### src/rtl/cache_controller.sv
// rtl/cache_controller.sv - sequencing FSM for the single-word-line memory datapath
//
// Purpose: stalls the CPU on misses and drives the datapath controls.
//   Loads:  a hit acks at once. A miss writes back a dirty victim,
//           allocates the line from memory, fills it, then re-checks.
//   Stores: always write through to memory. A store hit then refreshes
//           the line from memory. A store miss is write-around (no allocate).
//
// Ports:
//   clk           in   clock, all state updates on posedge
//   rst_b         in   synchronous active-low reset
//   cpu_req       in   CPU access request, held stable until ack
//   cpu_we        in   1 = store, 0 = load
//   hit           in   cache hit for the current address (combinational)
//   dirty_bit     in   indexed line is dirty
//   cache_we      out  write mem_data_out into the cache line
//   mem_in_select out  1 = victim address, 0 = CPU address
//   mem_we        out  memory write strobe
//   mem_re        out  memory read strobe
//   wr_data_sel   out  memory write data: 0 = cache data, 1 = CPU store data
//   ack           out  access completes this cycle (Mealy)
//   stall         out  cpu_req & ~ack
//   miss_cnt      out  saturating count of load and store misses
module cache_controller #(
  parameter int MEM_LATENCY = 4,
  parameter int CNT_W       = 3
) (
  input  logic        clk,
  input  logic        rst_b,
  input  logic        cpu_req,
  input  logic        cpu_we,
  input  logic        hit,
  input  logic        dirty_bit,
  output logic        cache_we,
  output logic        mem_in_select,
  output logic        mem_we,
  output logic        mem_re,
  output logic        wr_data_sel,
  output logic        ack,
  output logic        stall,
  output logic [15:0] miss_cnt
);

  typedef enum logic [2:0] {
    S_IDLE  = 3'd0,
    S_WB    = 3'd1,
    S_ALLOC = 3'd2,
    S_FILL  = 3'd3,
    S_STORE = 3'd4
  } state_t;

  localparam logic [CNT_W-1:0] CNT_LAST = CNT_W'(MEM_LATENCY - 1);

  state_t           state, state_nxt;
  logic [CNT_W-1:0] cnt, cnt_nxt;
  logic             st_done, st_done_nxt;
  logic             hit_q, hit_q_nxt;
  logic             miss_inc;
  logic [15:0]      miss_cnt_q;
  logic             lat_done;

  assign lat_done = (cnt == CNT_LAST);
  assign miss_cnt = miss_cnt_q;

  always_comb begin
    state_nxt     = state;
    cnt_nxt       = '0;
    st_done_nxt   = st_done;
    hit_q_nxt     = hit_q;
    miss_inc      = 1'b0;
    cache_we      = 1'b0;
    mem_in_select = 1'b0;
    mem_we        = 1'b0;
    mem_re        = 1'b0;
    wr_data_sel   = 1'b0;
    ack           = 1'b0;

    case (state)
      S_IDLE: begin
        if (cpu_req) begin
          if (!cpu_we) begin
            if (hit) begin
              ack = 1'b1;
            end else begin
              miss_inc  = 1'b1;
              state_nxt = dirty_bit ? S_WB : S_ALLOC;
            end
          end else if (st_done) begin
            // Store chain already ran; this is the completion visit.
            ack         = 1'b1;
            st_done_nxt = 1'b0;
          end else begin
            hit_q_nxt = hit;
            miss_inc  = ~hit;
            state_nxt = S_STORE;
          end
        end else begin
          // An abandoned store must not ack a later, unrelated request.
          st_done_nxt = 1'b0;
        end
      end

      S_WB: begin
        mem_we        = 1'b1;
        mem_in_select = 1'b1;
        if (lat_done) state_nxt = S_ALLOC;
        else          cnt_nxt   = cnt + 1'b1;
      end

      S_ALLOC: begin
        mem_re = 1'b1;
        if (lat_done) state_nxt = S_FILL;
        else          cnt_nxt   = cnt + 1'b1;
      end

      S_FILL: begin
        cache_we  = 1'b1;
        state_nxt = S_IDLE;
      end

      S_STORE: begin
        mem_we      = 1'b1;
        wr_data_sel = 1'b1;
        if (lat_done) begin
          st_done_nxt = 1'b1;
          // A store hit leaves the cached copy stale; reload it.
          state_nxt   = hit_q ? S_ALLOC : S_IDLE;
        end else begin
          cnt_nxt = cnt + 1'b1;
        end
      end

      default: state_nxt = S_IDLE;
    endcase

    stall = cpu_req & ~ack;
  end

  always_ff @(posedge clk) begin
    if (!rst_b) begin
      state      <= S_IDLE;
      cnt        <= '0;
      st_done    <= 1'b0;
      hit_q      <= 1'b0;
      miss_cnt_q <= '0;
    end else begin
      state   <= state_nxt;
      cnt     <= cnt_nxt;
      st_done <= st_done_nxt;
      hit_q   <= hit_q_nxt;
      if (miss_inc && (miss_cnt_q != 16'hFFFF)) miss_cnt_q <= miss_cnt_q + 16'd1;
    end
  end

endmodule

### config.mk
export PLATFORM = sky130hd
export DESIGN_NAME = cache_controller
export DESIGN_NICKNAME = d
export VERILOG_FILES = /design/src/rtl/cache_controller.sv
export SDC_FILE = /design/constraint.sdc
export NUM_CORES = 1
export LEC_CHECK = 0
export ABC_AREA = 0
export BUFFER_PORTS_ARGS = -buffer_cell sky130_fd_sc_hd__buf_4
export CAP_MARGIN = 20
export CORE_MARGIN = 2
export CORE_UTILIZATION = 54
export CTS_CLUSTER_SIZE = 24
export DETAILED_ROUTE_END_ITERATION = 10
export PLACE_DENSITY = 0.9
export SETUP_SLACK_MARGIN = 0.02
export SYNTH_ARGS = -nofsm -noshare
export SYNTH_HDL_FRONTEND = slang
export SYNTH_SLANG_ARGS = --single-unit
### constraint.sdc
create_clock -name clk -period 3.13 [get_ports clk]
set_input_delay 0.4695 -clock clk [delete_from_list [all_inputs] [get_ports clk]]
set_output_delay 0.4695 -clock clk [all_outputs]
set_load 0.02 [all_outputs]
Word-level counts from Yosys, hierarchy flattened
Index checks and enable logic that the tools add are counted.
{"block": "totals", "inputBits": 6, "output_inout_bits": 23, "reg_bits": 24, "wordCells": 64}
{"block": "op_classes", "muxes": 29, "addsub": 2, "reduce_logical": 9, "eq_ne": 13, "n_bitwise": 6}
{"cell": "3-bit 2-to-1 mux", "n": 7}
{"cell": "1-bit 2-to-1 mux", "n": 18}
{"cell": "16-bit by 1-bit adder with 16-bit output (second input constant)", "n": 1}
{"cell": "16-bit != test (second input constant)", "n": 1}
{"cell": "3-bit one-hot mux with 4 select lines", "n": 1}
{"cell": "3-bit by 2-bit == test with 1-bit output (second input constant)", "n": 3}
{"cell": "3-bit != test (second input constant)", "n": 3}
{"cell": "2-bit != test (second input constant)", "n": 4}
{"cell": "6-bit AND reduction", "n": 1}
{"cell": "3-bit OR reduction", "n": 2}
{"cell": "1-bit inverter", "n": 5}
{"cell": "2-bit 2-to-1 mux", "n": 2}
{"cell": "4-bit AND reduction", "n": 1}
{"cell": "3-bit by 1-bit adder with 3-bit output (second input constant)", "n": 1}
{"cell": "3-bit by 1-bit == test with 1-bit output (second input constant)", "n": 1}
{"cell": "3-bit == test (second input constant)", "n": 1}
{"cell": "3-bit zero test", "n": 1}
{"cell": "3-bit AND reduction", "n": 1}
{"cell": "1-bit one-hot mux with 2 select lines", "n": 1}
{"cell": "2-bit nonzero test", "n": 1}
{"cell": "2-bit OR reduction", "n": 1}
{"cell": "1-bit bitwise AND", "n": 1}
{"cell": "1-bit logical AND", "n": 1}

Longest topological paths before layout
{"block": "depth", "depth_word": 6, "depth_mapped": 6, "mapped_depth_nobuf": 5}

Worst setup path after synthesis
No wires, ideal clock.
{"block": "synth_path", "path_type": "reg2out", "start": "register state[0]", "end": "output mem_we", "stages_incl_launch_ff": 4, "setup_slack_ps": 1158, "path_buffers": 1, "arrival_time_ps": 1502, "t_required_ps": 2660, "path_cell_list": "dfxtp_1 clkbuf_1 nor3b_1 nand2b_1"}
{"block": "synth_via", "elab_chain_len": 3, "word_cells_on_any_way": 4, "cone_classes": "eq/ne (2); mux (1); reduce/logical (1)"}
{"item": "from (decl)", "line": "54", "text": "state_t state, state_nxt;"}
{"item": "from (signal assigned)", "line": "147", "text": "state <= state_nxt;"}
{"item": "3-bit == test or 3-bit by 1-bit == test with 1-bit output (tied branches)", "line": "78", "text": "case (state)"}
{"item": "2-bit OR reduction (no source line) (*)"}
{"item": "1-bit 2-to-1 mux (*)", "line": "78"}
{"item": "to (decl)", "line": "36", "text": "output logic mem_we,"}
Mark *: on every way between the ends. The rest lies on a longest branch, timed or not.

Final worst setup path
{"block": "layout_path", "start": "register state[0]", "end": "output stall"}
{"block": "layout_via", "elab_chain_len": 4}
{"item": "3-bit zero test", "line": "78"}
{"item": "1-bit 2-to-1 mux", "line": "78"}
{"item": "1-bit inverter", "line": "136", "text": "stall = cpu_req & ~ack;"}
{"item": "1-bit bitwise AND", "line": "136"}
{"item": "to (decl)", "line": "40", "text": "output logic stall,"}
No other way between the ends.

==> run metrics <==
Post-Place Cells 205; crit-path max cell delay 0.55 ns; top cells by area, synth dfxtp_1 (36%), a21oi_1 (5.3%), o31ai_1 (3.9%); clk_lat worst skew 0.31 ns; Setup TNS 0 ns; maximum fanout along the worst path 11; crit path DAT approximately 1.8 ns; worst setup path startpoint state[0]; Worst Path Required 2.66 ns; Iter 0 DRT Violations 52; H-tree levels 1; status completed; area grow syn2layout 19.0%; synthesized netlist net count 163; placeable core region 0.00228 sq mm; Worst-Margin Slew 0.807 ns; Setup-failing EPs final 0; Final Max Slew Viols 0; Hold Path Origin cnt[0]; Post-CTS Setup Bufs 0; hold_buf cts 0; HPWL Detailed 2.38 mm; Cell variety after synth 43; Pleak 0.607 nW; Sink Count 24; input/output buffers 28; WL final 3.17 mm; Worst-path clk slew about 0.12 ns; Reg2Reg Setup Slack 1.02 ns; post-layout utilization of the core 0.697; Clock Skews 0.00490 ns; first-pass GRT wire length 5.40 mm; crit path cell chain nor4b_4 > nor2b_1 > nor2_1 > buf_4; gpl congestion 0.890; Synth Flop Type dfxtp_1; register bit total from synthesis 24; CTS tree done; crit path to stall; Final Hold Fails 0; Num CTS Buffers 3; die height 53.7 um; top cell type's share of synthesized area 0.361; GR peak layer met2; Layout Cells excl Fill between 200 and 250; Root Driver clkbuf_4; num rows 17; layout cell share with drive strength beyond 1 0.210; critical path class flip-flop to primary output; drt via density roughly 6.2; asr flop ratio synth 0; reg2reg end miss_cnt[0]; Critical Path Source Type flip-flop; I/O pin cnt 29; HP Class flip-flop to flip-flop; register area share after synthesis 0.361; R2R cell count 4; Post-synth EDFFs 0; Critical R2R Launch miss_cnt[4]; Cells after Synth around 150; Syn. warnings 0; Pwr Total 565 uW; Pwr Density ~360 mW/mm^2; via count 1303; DRC Markers 0; max cap viols 0; GR Layer Usage met2 0.453; met1 Usage GRT 0.298; Slew HR 0.458; drt first pass iters 4; maximum vdd drop 361 uV; number of global-route vias before repair about 1200; DIE AREA 0.00288 sq mm; met3 Track Usage GR 0.0583; Clock Path Buffers 2; largest net degree at the start of global routing 19; crit end category primary output; period utilization 0.710; Synth area leader dfxtp_1; Slowest cell on crit path nor4b_4; diode count 0; top cell types by occurrence after synthesis dfxtp_1 (24), a21oi_1 (14), nand2_1 (10), nor2_1 (10); total gr overflow 0; RSZ-0062 raised after global routing false; Final Hold Slack 0.431 ns; Achievable Freq 450 MHz; Overall Global Routing Usage 0.255; Tmin final 2.22 ns; initial antenna violation count 0; top-count cell post-synth dfxtp_1; CTS resizes 0; Post-Syn Area 0.00133 sq mm; Avg WL per Cell 15.2 um; Die Span X ~54 um; Final nets between 150 and 200; Antenna Violating Nets Remaining 0; Starting Density 0.585; Syn Area/Cell slightly below 9 sq um
metrics by stage:
stage / worst slack [ns] / instance area (sq um)
CTS: 0.904 / 1590
global placement: 1.19 / 1550
detailed placement: 1.10 / 1550
global route: 0.752 / 1590
floorplan: 1.16 / 1330
finish: 0.909 / 1590
state kept, by name, summed over array words and instances, names as in the netlist:
name      flops
cnt           3
hit_q         1
miss_cnt     16
st_done       1
state         3
power by group:
part / switching (mW) / leakage [nW] / internal [mW]
logic: 0.0453 / 0.392 / 0.0349
clock network: 0.0889 / 0.0210 / 0.0711
registers: 0.0121 / 0.194 / 0.312
layout by cell type (no fill, tap or decap), drive strengths merged, types with 4 or more instances in the layout:
| cell type | Yosys | routed |
|---|---|---|
| nor3 | 5 | 5 |
| nor2 | 10 | 10 |
| nand2 | 10 | 10 |
| dfxtp | 24 | 24 |
| clkbuf | 2 | 4 |
| nand2b | 4 | 4 |
| or4 | 7 | 7 |
| a21oi | 14 | 14 |
| nand4 | 6 | 6 |
| inv | 6 | 6 |
| o21ai | 7 | 7 |
| mux2i | 5 | 5 |
| nor4 | 4 | 4 |
| o31ai | 7 | 7 |
| buf | 3 | 28 |
per-layer routing:
layer,up-vias,wire length [um]
met2,45,1630
met5,-,0
met3,6,191
li1,639,-
met1,613,1310
met4,0,38
worst min path at each step:
stage | endpoint | cells after the start | slack, ns
floorplan | cnt[0] | 1 | 0.40
detailed placement | cnt[0] | 1 | 0.42
finish | cnt[0] | 1 | 0.43
CTS | miss_cnt[3] | 2 | 0.44
global placement | cnt[0] | 1 | 0.41
global route | miss_cnt[3] | 2 | 0.42
cell families (layout without fill, tap and decap cells):
logic type	count (synthesis)	in the layout	share of synthesized area
adder cells (fa/ha/maj)	4	4	0.0357
buffers and inverters	12	39	0.0413
AND/OR/NAND/NOR	71	71	0.346
XOR/XNOR	1	1	0.00657
multiplexers	5	5	0.0376
AO/OA/AOI/OAI	37	37	0.172
flip-flops	24	24	0.361
worst max-delay path, delay by kind of cell (launching register included):
family                 cells  cell delay (ns)
DFF                        1             0.45
buffers and inverters      1             0.15
and+or+nand+nor            3             0.84
area by class of cell:
cell class,instances,area (sq um)
inverters,7,26.3
well taps,28,35.0
repair buffers,28,210
clock buffers,4,36.3
flip-flops and latches,24,480
multi-input cells,118,797
fillers,190,691
Power figures use the tool's default switching activity.
